===== src/rtl/sipo_frame_ctrl_pkg.sv =====
// Shared definitions for the serial frame receiver: FSM state encodings and parity-mode constants.
package sipo_frame_ctrl_pkg;

    typedef enum logic [1:0] {
        ST_IDLE   = 2'd0,
        ST_DATA   = 2'd1,
        ST_PARITY = 2'd2,
        ST_STOP   = 2'd3
    } state_e;

    localparam logic PAR_EVEN = 1'b0;
    localparam logic PAR_ODD  = 1'b1;

endpackage


===== src/rtl/shift_reg_sipo_en.sv =====
// WIDTH-bit serial-in parallel-out shift register; first bit shifted in ends up in the MSB.
module shift_reg_sipo_en
    import sipo_frame_ctrl_pkg::*;
#(
    parameter int WIDTH = 4
) (
    input  logic             clk,
    input  logic             rst,
    input  logic             clr,
    input  logic             en,
    input  logic             din,
    output logic [WIDTH-1:0] q
);

    logic [WIDTH-1:0] q_q;

    always_ff @(posedge clk or posedge rst) begin
        if (rst) begin
            q_q <= '0;
        end else if (clr) begin
            q_q <= '0;
        end else if (en) begin
            q_q <= {q_q[WIDTH-2:0], din};
        end
    end

    assign q = q_q;

endmodule


===== src/rtl/sipo_frame_ctrl.sv =====
// Serial frame receiver: start bit, WIDTH data bits (MSB first), optional parity, stop bit,
// delivered as a registered parallel word with a valid/ready handshake.
module sipo_frame_ctrl
    import sipo_frame_ctrl_pkg::*;
#(
    parameter int WIDTH     = 4,
    parameter int PARITY_EN = 1,
    parameter int ODD       = 0
) (
    input  logic             clk,
    input  logic             reset,
    input  logic             sdi,
    input  logic             bit_en,
    input  logic             ready,
    output logic [WIDTH-1:0] data,
    output logic             valid,
    output logic             busy,
    output logic             parity_err,
    output logic             frame_err,
    output logic             overrun
);

    localparam int             CW       = $clog2(WIDTH + 1);
    localparam logic [CW-1:0]  LAST_BIT = CW'(WIDTH - 1);
    localparam logic           ODD_BIT  = (ODD != 0) ? PAR_ODD : PAR_EVEN;

    state_e           state_q, state_d;
    logic [CW-1:0]    cnt_q, cnt_d;
    logic             par_q, par_d;
    logic             par_bad_q, par_bad_d;
    logic [WIDTH-1:0] data_q, data_d;
    logic             valid_q, valid_d;
    logic             pe_q, pe_d;
    logic             fe_q, fe_d;
    logic             ov_q, ov_d;
    logic             sh_clr, sh_en, done;
    logic [WIDTH-1:0] shift_w;

    shift_reg_sipo_en #(.WIDTH(WIDTH)) u_shift (
        .clk (clk),
        .rst (reset),
        .clr (sh_clr),
        .en  (sh_en),
        .din (sdi),
        .q   (shift_w)
    );

    always_comb begin
        state_d   = state_q;
        cnt_d     = cnt_q;
        par_d     = par_q;
        par_bad_d = par_bad_q;
        data_d    = data_q;
        valid_d   = valid_q;
        pe_d      = 1'b0;
        fe_d      = 1'b0;
        ov_d      = 1'b0;
        sh_clr    = 1'b0;
        sh_en     = 1'b0;
        done      = 1'b0;

        if (bit_en) begin
            unique case (state_q)
                ST_IDLE: begin
                    if (!sdi) begin
                        sh_clr    = 1'b1;
                        cnt_d     = '0;
                        par_d     = 1'b0;
                        par_bad_d = 1'b0;
                        state_d   = ST_DATA;
                    end
                end
                ST_DATA: begin
                    sh_en = 1'b1;
                    cnt_d = cnt_q + 1'b1;
                    par_d = par_q ^ sdi;
                    if (cnt_q == LAST_BIT) begin
                        state_d = (PARITY_EN != 0) ? ST_PARITY : ST_STOP;
                    end
                end
                ST_PARITY: begin
                    par_bad_d = ((par_q ^ sdi) != ODD_BIT);
                    state_d   = ST_STOP;
                end
                ST_STOP: begin
                    state_d = ST_IDLE;
                    // A bad stop bit masks any parity problem in the same frame.
                    if (!sdi) begin
                        fe_d = 1'b1;
                    end else if (par_bad_q) begin
                        pe_d = 1'b1;
                    end else begin
                        done = 1'b1;
                    end
                end
                default: state_d = ST_IDLE;
            endcase
        end

        if (done) begin
            if (!valid_q || ready) begin
                data_d  = shift_w;
                valid_d = 1'b1;
            end else begin
                ov_d = 1'b1;
            end
        end else if (valid_q && ready) begin
            valid_d = 1'b0;
        end
    end

    always_ff @(posedge clk or posedge reset) begin
        if (reset) begin
            state_q   <= ST_IDLE;
            cnt_q     <= '0;
            par_q     <= 1'b0;
            par_bad_q <= 1'b0;
            data_q    <= '0;
            valid_q   <= 1'b0;
            pe_q      <= 1'b0;
            fe_q      <= 1'b0;
            ov_q      <= 1'b0;
        end else begin
            state_q   <= state_d;
            cnt_q     <= cnt_d;
            par_q     <= par_d;
            par_bad_q <= par_bad_d;
            data_q    <= data_d;
            valid_q   <= valid_d;
            pe_q      <= pe_d;
            fe_q      <= fe_d;
            ov_q      <= ov_d;
        end
    end

    assign data       = data_q;
    assign valid      = valid_q;
    assign busy       = (state_q != ST_IDLE);
    assign parity_err = pe_q;
    assign frame_err  = fe_q;
    assign overrun    = ov_q;

endmodule

===== config.mk =====
export PLATFORM = sky130hd
export DESIGN_NAME = sipo_frame_ctrl
export DESIGN_NICKNAME = d
export VERILOG_FILES = /design/src/rtl/sipo_frame_ctrl_pkg.sv /design/src/rtl/shift_reg_sipo_en.sv /design/src/rtl/sipo_frame_ctrl.sv
export SDC_FILE = /design/constraint.sdc
export NUM_CORES = 1
export LEC_CHECK = 0
export BUFFER_PORTS_ARGS = -buffer_cell sky130_fd_sc_hd__buf_4
export CORE_MARGIN = 3
export CORE_UTILIZATION = 40
export DETAILED_ROUTE_END_ITERATION = 6
export SLEW_MARGIN = 20
export SYNTH_ARGS = -nofsm -noshare
export SYNTH_HDL_FRONTEND = slang
export SYNTH_SLANG_ARGS = --single-unit

===== constraint.sdc =====
create_clock -name clk -period 1.5 [get_ports clk]
set_input_delay 0.15 -clock clk [delete_from_list [all_inputs] [get_ports clk]]
set_output_delay 0.15 -clock clk [all_outputs]
set_load 0.05 [all_outputs]

# Word level (Yosys, flattened, before mapping)
# Index checks and enable logic that the tools add are counted.
# classes
add_sub_neg,1
n_mul,0
n_div,0
n_lt_le_gt_ge,0
n_eq_ne,7
shifts,0
mux,30
bitwise,1
reduce_logical,14
# ops
operator,n
$mux 1,21
$reduce_bool 2->1,5
$reduce_and 3->1,3
$mux 4,2
$pmux 2 s4,1
$pmux 3 s2,1
$eq 2x2->1 const B,2
$mux 2,2
$ne 2x2->1 const B,2
$pmux 1 s2,2
$reduce_and 2->1,2
$add 3x1->3 const B,1
$eq 3x2->1 const B,1
$mux 3,1
$eq 2x1->1 const B,1
$logic_not 2->1,1
$ne 2x1->1 const B,1
$logic_and 1x1->1,1
$logic_not 1->1,1
$logic_or 1x1->1,1
$xor 1x1->1,1
# word_totals
reg_bits,19
latchBits,0
ram_bits,0
rom_bits,0
inputBits,5
output_inout_bits,9
n_memories,0

# Longest topological paths before layout
# Gate-level depths: netlist of run 1.
# depth
depth_word,6
depth_mapped,5
ltp_nobuf,5

# Modules after synthesis
# From an unflattened synthesis of run 1, not the netlist that was laid out.
# unflattened
cells_unflattened,77
hier_area_um2,958.4
# modules_own_cells
module,n_inst,cells_each,area_per_inst_um2,seq_area_each_um2
sipo_frame_ctrl,1,63,794.5,375.4
shift_reg_sipo_en,1,14,163.9,100.1

# Worst setup path before layout of run 1
# Ideal clock, no wire load.
# synth_path
path_kind,reg2reg
startpoint,reg state_q[1]
endpoint,reg state_q[1]
setup_ns,0.125
arrival_time_ns,1.301
required_ns,1.375
slack_ns,0.074
stages_incl_launch_ff,6
n_path_buf,0
synth_period_minus_slack_ns,1.426
path_cell_list,dfrtp_1 -> inv_1 -> ha_1 -> inv_1 -> o21ai_2 -> mux2_4
# synth_between
elab_chain_cells,3
word_cells_on_any_way,8
cone_classes,eq/ne (5); mux (1); reduce/logical (2)
# synth_lines
item,line_no,source
from (decl),sipo_frame_ctrl.sv:27,"state_e state_q, state_d;"
from (signal assigned),sipo_frame_ctrl.sv:124,state_q <= state_d;
$eq 2x1->1 or $logic_not 2->1 (tied branches),sipo_frame_ctrl.sv:63,unique case (state_q)
$ne 2x2->1 (no line),-,
$reduce_and 3->1 (no line),-,
# Parallel ways exist; a longest one is shown, timed or not.
# A chain may end at the register's enable or synchronous reset.

# Worst setup path after layout of run 1
# layout_path
startpoint,reg state_q[0]
endpoint,"reg data_q[3], in the netlist data[3]"
# layout_between
elab_chain_cells,4
# layout_lines
item,line_no,source
$eq 2x2->1,sipo_frame_ctrl.sv:63,
$mux 1,sipo_frame_ctrl.sv:63,
$mux 1,sipo_frame_ctrl.sv:62,if (bit_en) begin
$reduce_and 2->1 (no line),-,
to (signal assigned),sipo_frame_ctrl.sv:128,data_q <= data_d;
to (decl),sipo_frame_ctrl.sv:31,"logic [WIDTH-1:0] data_q, data_d;"
# No other way between the ends.

==> qor.yml, run 1 <==
power_and_ir_drop:
  p_total_uw: 2500
  vdd_drop_max_mv: 0.966
  leakagePower_uw: 0.000606
  powerDensity_mw_per_mm2: 2100
critical_path:
  worstPathArrival_ns: 1.67
  crit_type: "reg2reg"
  worst-path-max-fanout: 4
  crit_path_start_kind: "register"
  cp-end-kind: "register"
  worstPathRequired_ns: 1.69
routing:
  vias: 637
  wl_per_cell_um: 13.9
  drt_iter0_drc: 1
  ant_nets: 0
  firstDrtPassIters: 3
  drt_wl_total_um: 1770
  post-route-drc-count: 0
  avgViaCountPerCell: 5.02
global_routing:
  grt_max_degree: 20
  first_global_vias: 659
  grt_first_pass_wirelength_um: 2970
  grt_overflow: 0
  grt_usage_pct: 14.6
  antenna_found_initial: 0
synth:
  synth-seq-cells: 19
  yosysSeqAreaShare_pct: 51.0
  netlist_area_um2: 932
  yosysWarnings: 0
  syn_nets: 87
  synthCells: 75
  syn_area_per_cell_um2: 12.4
  ys_types: 26
die:
  die_x_um: 54.3
  die_area_mm2: 0.00295
  io_pins: 14
  core_area_mm2: 0.00208
  rows: 16
  die_y_um: 54.3
  start_util_pct: 44.8
hold_path:
  hold_class: "in2reg"
final_layout:
  fillerInstances: 181
  num_antenna_cells: 0
  layout.area.seq_um2: 475
  area_delta_synth_final_pct: 27.7
  nNetsFinal: 113
  multi_input_area_um2: 444
  layout-drive-gt1-share_pct: 43.0
  finalCoreUtilization_pct: 57.2
  final_cells: 127
sta:
  drv_slew: 0
  setup_viol: 0
  fin_crit_sh_pct: 98.7
  worst_pin_slew_ns: 0.284
  timing.final.crit_period_ns: 1.48
  skew_ns: 0.00688
  hold_viol: 0
  slew_headroom_pct: 81.1
  final.setup.tns_ns: 0
  rsz0062_at_grt: "true"
  clock.fmax_mhz: 676
clock_network:
  htree_levels: 1
  path_clk_slew_ns: 0.11
  cts-buffers-inserted: 3
  cts_sinks: 19
  clock_path_buffers: 2
  clock_latency_ns: 0.30
  root_buffer: "clkbuf_4"
  cts_tree: "built"
placed_design:
  gp_congestion: 0.682
  dp_hpwl_um: 1260
  io_buffers: 13
  place_inst: 119
run_status:
  outcome: "finished, final reports clean"
run:
  drv_cap: 0
[cell usage after synthesis]
cell type,number,area (um^2)
a21oi_1,3,15.0
nand4b_1,1,8.76
nand2_1,2,7.51
inv_1,7,26.3
o21ai_2,2,17.5
a21boi_4,1,18.8
buf_6,1,11.3
and4_1,1,8.76
o21ai_0,1,5.00
a31oi_1,1,6.26
mux2_4,2,30.0
a32o_1,2,20.0
nor3b_1,1,7.51
a22o_1,5,43.8
and3b_1,1,8.76
and2b_4,1,10.0
nor2b_1,1,6.26
mux2i_1,2,20.0
ha_1,7,87.6
nor2b_2,1,8.76
mux2_2,4,45.0
nand2b_1,2,12.5
dfrtp_1,19,475
buf_4,1,7.51
o21ai_1,1,5.00
nor2_1,5,18.8
[repair_timing]
item / CTS / global route
hold buffers: 1 / 0
buffers inserted: 0 / 3
endpoints found under the hold margin: 19 / 0
pin swaps: 0 / 1
gates resized for setup: 6 / 5
endpoints found under the setup margin: 2 / 6
[cell families after synthesis]
kind of cell | share of synthesized area, %
flops | 51.0
compound gates | 14.1
simple gates | 10.5
buf+inv | 4.83
mux | 10.2
fa+ha+maj | 9.40
[per-stage QoR]
stage               worst slack (ns)  instance area [um^2]  hold slack, ns
floorplan                     0.0740                   932           0.101
global placement              0.0189                  1090           0.191
detailed placement          0.000205                  1090           0.193
CTS                          0.00237                  1150          0.0905
global route                 -0.0646                  1190          0.0955
finish                        0.0200                  1190           0.101
[state kept, by name, indices dropped and copies added (netlist names)]
register    flops
cnt_q           3
data            4
frame_err       1
overrun         1
par_bad_q       1
par_q           1
parity_err      1
state_q         2
u_shift.q       4
valid           1
[report_power, final]
| group | internal (uW) | switching, uW | total [uW] |
|---|---|---|---|
| clock network | 99.2 | 160 | 259 |
| registers | 710 | 141 | 851 |
| logic | 661 | 731 | 1390 |
[cells in the final DEF, fill, tap and decap left out, types with 2 or more instances in the layout]
master    count
mux2_2        4
buf_6         2
nand2_1       2
a22o_1        5
o21ai_2       2
a21oi_1       3
dfrtp_1      19
nor2_1        5
nand2b_1      2
inv_2         3
a32o_1        2
mux2_4        2
clkbuf_4      3
ha_4          2
buf_4        20
mux2i_1       2
inv_1         4
ha_1          4
[final cells by class]
cell class	count	area share (%)
clock buffers	3	1.89
clock inverters	1	0.421
inverters	7	2.21
multi-input cells	47	37.3
flip-flops and latches	19	40.0
well taps	27	2.84
repair buffers	23	15.4
[worst max-delay path, stage by stage, from the launching register on]
cell and delay [ns]:
dfrtp_1 0.41, ha_2 0.20, nand4b_1 0.19, nor2b_4 0.22, mux2_2 0.35
[worst paths after layout]
kind | slack, ns | depth (start not counted) | start | endpoint
worst min-delay path | 0.10 | 2 | bit_en | par_q
min in group asynchronous | 0.41 | 4 | reset | state_q[0]
worst max-delay path | 0.02 | 4 | state_q[0] | data[3]
worst min register to register | 0.52 | 1 | cnt_q[2] | cnt_q[2]
worst max register to register | 0.02 | 4 | state_q[0] | data[3]
max in group asynchronous | 0.88 | 4 | reset | cnt_q[1]
[per-layer routing]
layer | GRT usage [%] | part of all wire (%) | vias to the layer above
li1 | - | - | 314
met1 | 17.5 | 43 | 309
met2 | 23.9 | 51 | 10
met3 | 2.45 | 4.1 | 4
met4 | 9.96 | 1.9 | 0
met5 | 0 | 0 | -
(Power assumes the default switching activity.)
==> run 2: changes to the inputs <==
--- a/config.mk
+++ b/config.mk
@@ -6,8 +6,10 @@
 export NUM_CORES = 1
 export LEC_CHECK = 0
 export BUFFER_PORTS_ARGS = -buffer_cell sky130_fd_sc_hd__buf_4
+export CORE_ASPECT_RATIO = 0.9
 export CORE_MARGIN = 3
 export CORE_UTILIZATION = 40
+export CTS_BUF_LIST = sky130_fd_sc_hd__clkbuf_4 sky130_fd_sc_hd__clkbuf_8
 export DETAILED_ROUTE_END_ITERATION = 6
 export SLEW_MARGIN = 20
 export SYNTH_ARGS = -nofsm -noshare
==> run 2 against run 1 <==
Net effect: clock-buffer cell count unchanged; worst setup slack gained 0.015 ns; sequential power down 1%; global-route usage fell by 2.3 points; clock power is essentially flat; sequential cell count unchanged; clock skew hardly changed; largest power group unchanged; sequential share of layout area increased by 0.55 points; non-clock buffer count decreased by 1; critical path depth is 2 higher.
==> qor.yml, run 2 (synthesized netlist as in run 1, its figures left out) <==
sta:
  rsz0062_at_grt: "true"
  worst_pin_slew_ns: 0.248  # -0.0359 ns
  skew_ns: 0.00728  # +0.000398 ns
  clock.fmax_mhz: 683  # +1.0%
  timing.final.crit_period_ns: 1.47  # -0.0149 ns
  fin_crit_sh_pct: 97.7  # -1.0 points
  slew_headroom_pct: 83.5  # +2.4 points
  drv_slew: 0  # unchanged
  hold_viol: 0  # unchanged
  setup_viol: 0  # unchanged
power_and_ir_drop:
  swShare_pct: 41.2  # -0.060 points
  p_sw_uw: 986  # -4.5%
  leakagePower_uw: 0.000601  # -0.76%
  powerDensity_mw_per_mm2: 2040  # -3.0%
  vdd_drop_max_mv: 1.21  # +25%
  p_seq_share_pct: 35.1  # +1.1 points
  pwr-share-clk_pct: 10.7  # +0.3 points
  pwr-share-comb_pct: 54.3  # -1.3 points
  internal-power_uw: 1410  # -4.2%
final_layout:
  multi_input_area_um2: 442  # -0.56%
  final_cells: 124  # -2.4%
  final_cell_mix: "20 x buf_4, 19 x dfrtp_1, 6 x inv_1"
  num_antenna_cells: 0  # unchanged
  fillerInstances: 184  # +1.7%
  finalCoreUtilization_pct: 56.8  # -0.30 points
  layout-drive-gt1-share_pct: 42.4  # -0.58 points
  nNetsFinal: 112  # -0.88%
  final_common_cell: "buf_4"
  area_delta_synth_final_pct: 25.9
  layout.area.seq_um2: 475  # unchanged
routing:
  drt_wl_total_um: 1600  # -9.6%
  wl_per_cell_um: 12.9  # -7.4%
  post-route-drc-count: 0  # unchanged
  drt_iter0_drc: 12  # +11
  ant_nets: 0  # unchanged
  firstDrtPassIters: 2  # -1
  avgViaCountPerCell: 5.07  # +1.1%
  vias: 629  # -1.3%
clock_network:
  clock_path_buffers: 2  # unchanged
  cts-buffers-inserted: 3  # unchanged
  path_clk_slew_ns: 0.11  # about the same
  root_buffer: "clkbuf_4"
  cts_sinks: 19  # unchanged
  htree_levels: 1  # unchanged
  cts_tree: "built"
  clock_latency_ns: 0.30  # about the same
die:
  die_y_um: 51.8  # -4.6%
  rows: 15  # -1
  start_util_pct: 45.2  # +0.38 points
  die_x_um: 56.9  # +4.8%
  die_area_mm2: 0.00295  # about the same
  io_pins: 14  # unchanged
  core_area_mm2: 0.00206  # -0.84%
placed_design:
  place_inst: 116  # -2.5%
  gp_congestion: 0.713  # +4.6%
  io_buffers: 13  # unchanged
  dp_hpwl_um: 1170  # -7.0%
hold_path:
  hold_depth: 2  # unchanged
  hold_class: "in2reg"
run_status:
  outcome: "finished, final reports clean"
critical_path:
  crit_type: "reg2reg"
  cp-end-kind: "register"
  crit_path_start_kind: "register"
  worst-path-max-fanout: 3  # -1
  rr_worst_depth: 6  # +2
  worstPathArrival_ns: 1.65  # -0.02 ns
  worstPathRequired_ns: 1.69  # about the same
global_routing:
  grt_usage_pct: 12.3  # -2.3 points
  antenna_found_initial: 0  # unchanged
  first_global_vias: 599  # -9.1%
  grt_first_pass_wirelength_um: 2800  # -5.8%
  grt_overflow: 0  # unchanged
  grt_max_degree: 20  # unchanged
run:
  drv_cap: 0  # unchanged
## run 2: cell count changes in the layout (fill, tap and decap cells not counted), sizes merged
cell,before,now
buf,22,21
## run 2: layout make-up
class | instances | area share (%)
timing repair buffer | 22 | 14.6
clock buffer | 3 | 1.92
multi-input combinational | 47 | 37.6
inverter | 7 | 2.24
tap | 25 | 2.67
clock inverter | 1 | 0.426
sequential | 19 | 40.5
## run 2: layer usage
metal  vias to the layer above  routed length [um]  GRT usage [%]
met5                         -                   0              0
met4                         0                   0           1.16
met3                         0                 121           5.21
met2                        14                 697           19.4
met1                       304                 781           16.4
li1                        311                   -              -
## run 2: repair_timing
| action | CTS | global route |
|---|---|---|
| hold endpoints to repair | 19 | 0 |
| hold buffers | 1 | 0 |
| pin swaps | 1 | 0 |
| cloned | 0 | 0 |
| setup endpoints to repair | 5 | 12 |
| setup buffers | 2 | 1 |
| resized for setup | 3 | 6 |
## run 2: worst max-delay path: stages (launching register included)
cell	delay, ns
dfrtp_1	0.39
inv_1	0.09
ha_4	0.17
buf_4	0.14
a21boi_4	0.17
o21ai_2	0.09
mux2_4	0.30
## run 2: power by group through the flow
stage / Combinational, uW / Clock, uW / Sequential (uW)
6_report: 1300 / 256 / 839
2_1_floorplan: 649 / 0 / 1040
3_3_place_gp: 1170 / 0 / 840
3_5_place_dp: 1180 / 0 / 852
5_1_grt: 1430 / 297 / 869
4_1_cts: 1260 / 275 / 842
## run 2: worst paths after layout
kind,from,end,slack [ns]
max in group asynchronous,reset,u_shift.q[1],0.87
min in group asynchronous,reset,frame_err,0.42
setup / recovery,state_q[0],state_q[1],0.03
setup reg to reg,state_q[0],state_q[1],0.03
hold / removal,bit_en,par_q,0.1
hold reg to reg,cnt_q[2],cnt_q[2],0.52
## run 2: metrics by stage
stage	TNS (ns)	hold WS, ns	power [uW]	instance area, um^2	setup WS [ns]
3_3_place_gp	0	0.190	2010	1080	0.0221
2_1_floorplan	0	0.101	1690	932	0.0740
5_1_grt	-0.246	0.0917	2590	1170	-0.0527
6_report	0	0.0993	2390	1170	0.0350
3_5_place_dp	0	0.196	2040	1080	0.00143
4_1_cts	0	0.0913	2380	1140	0.0124
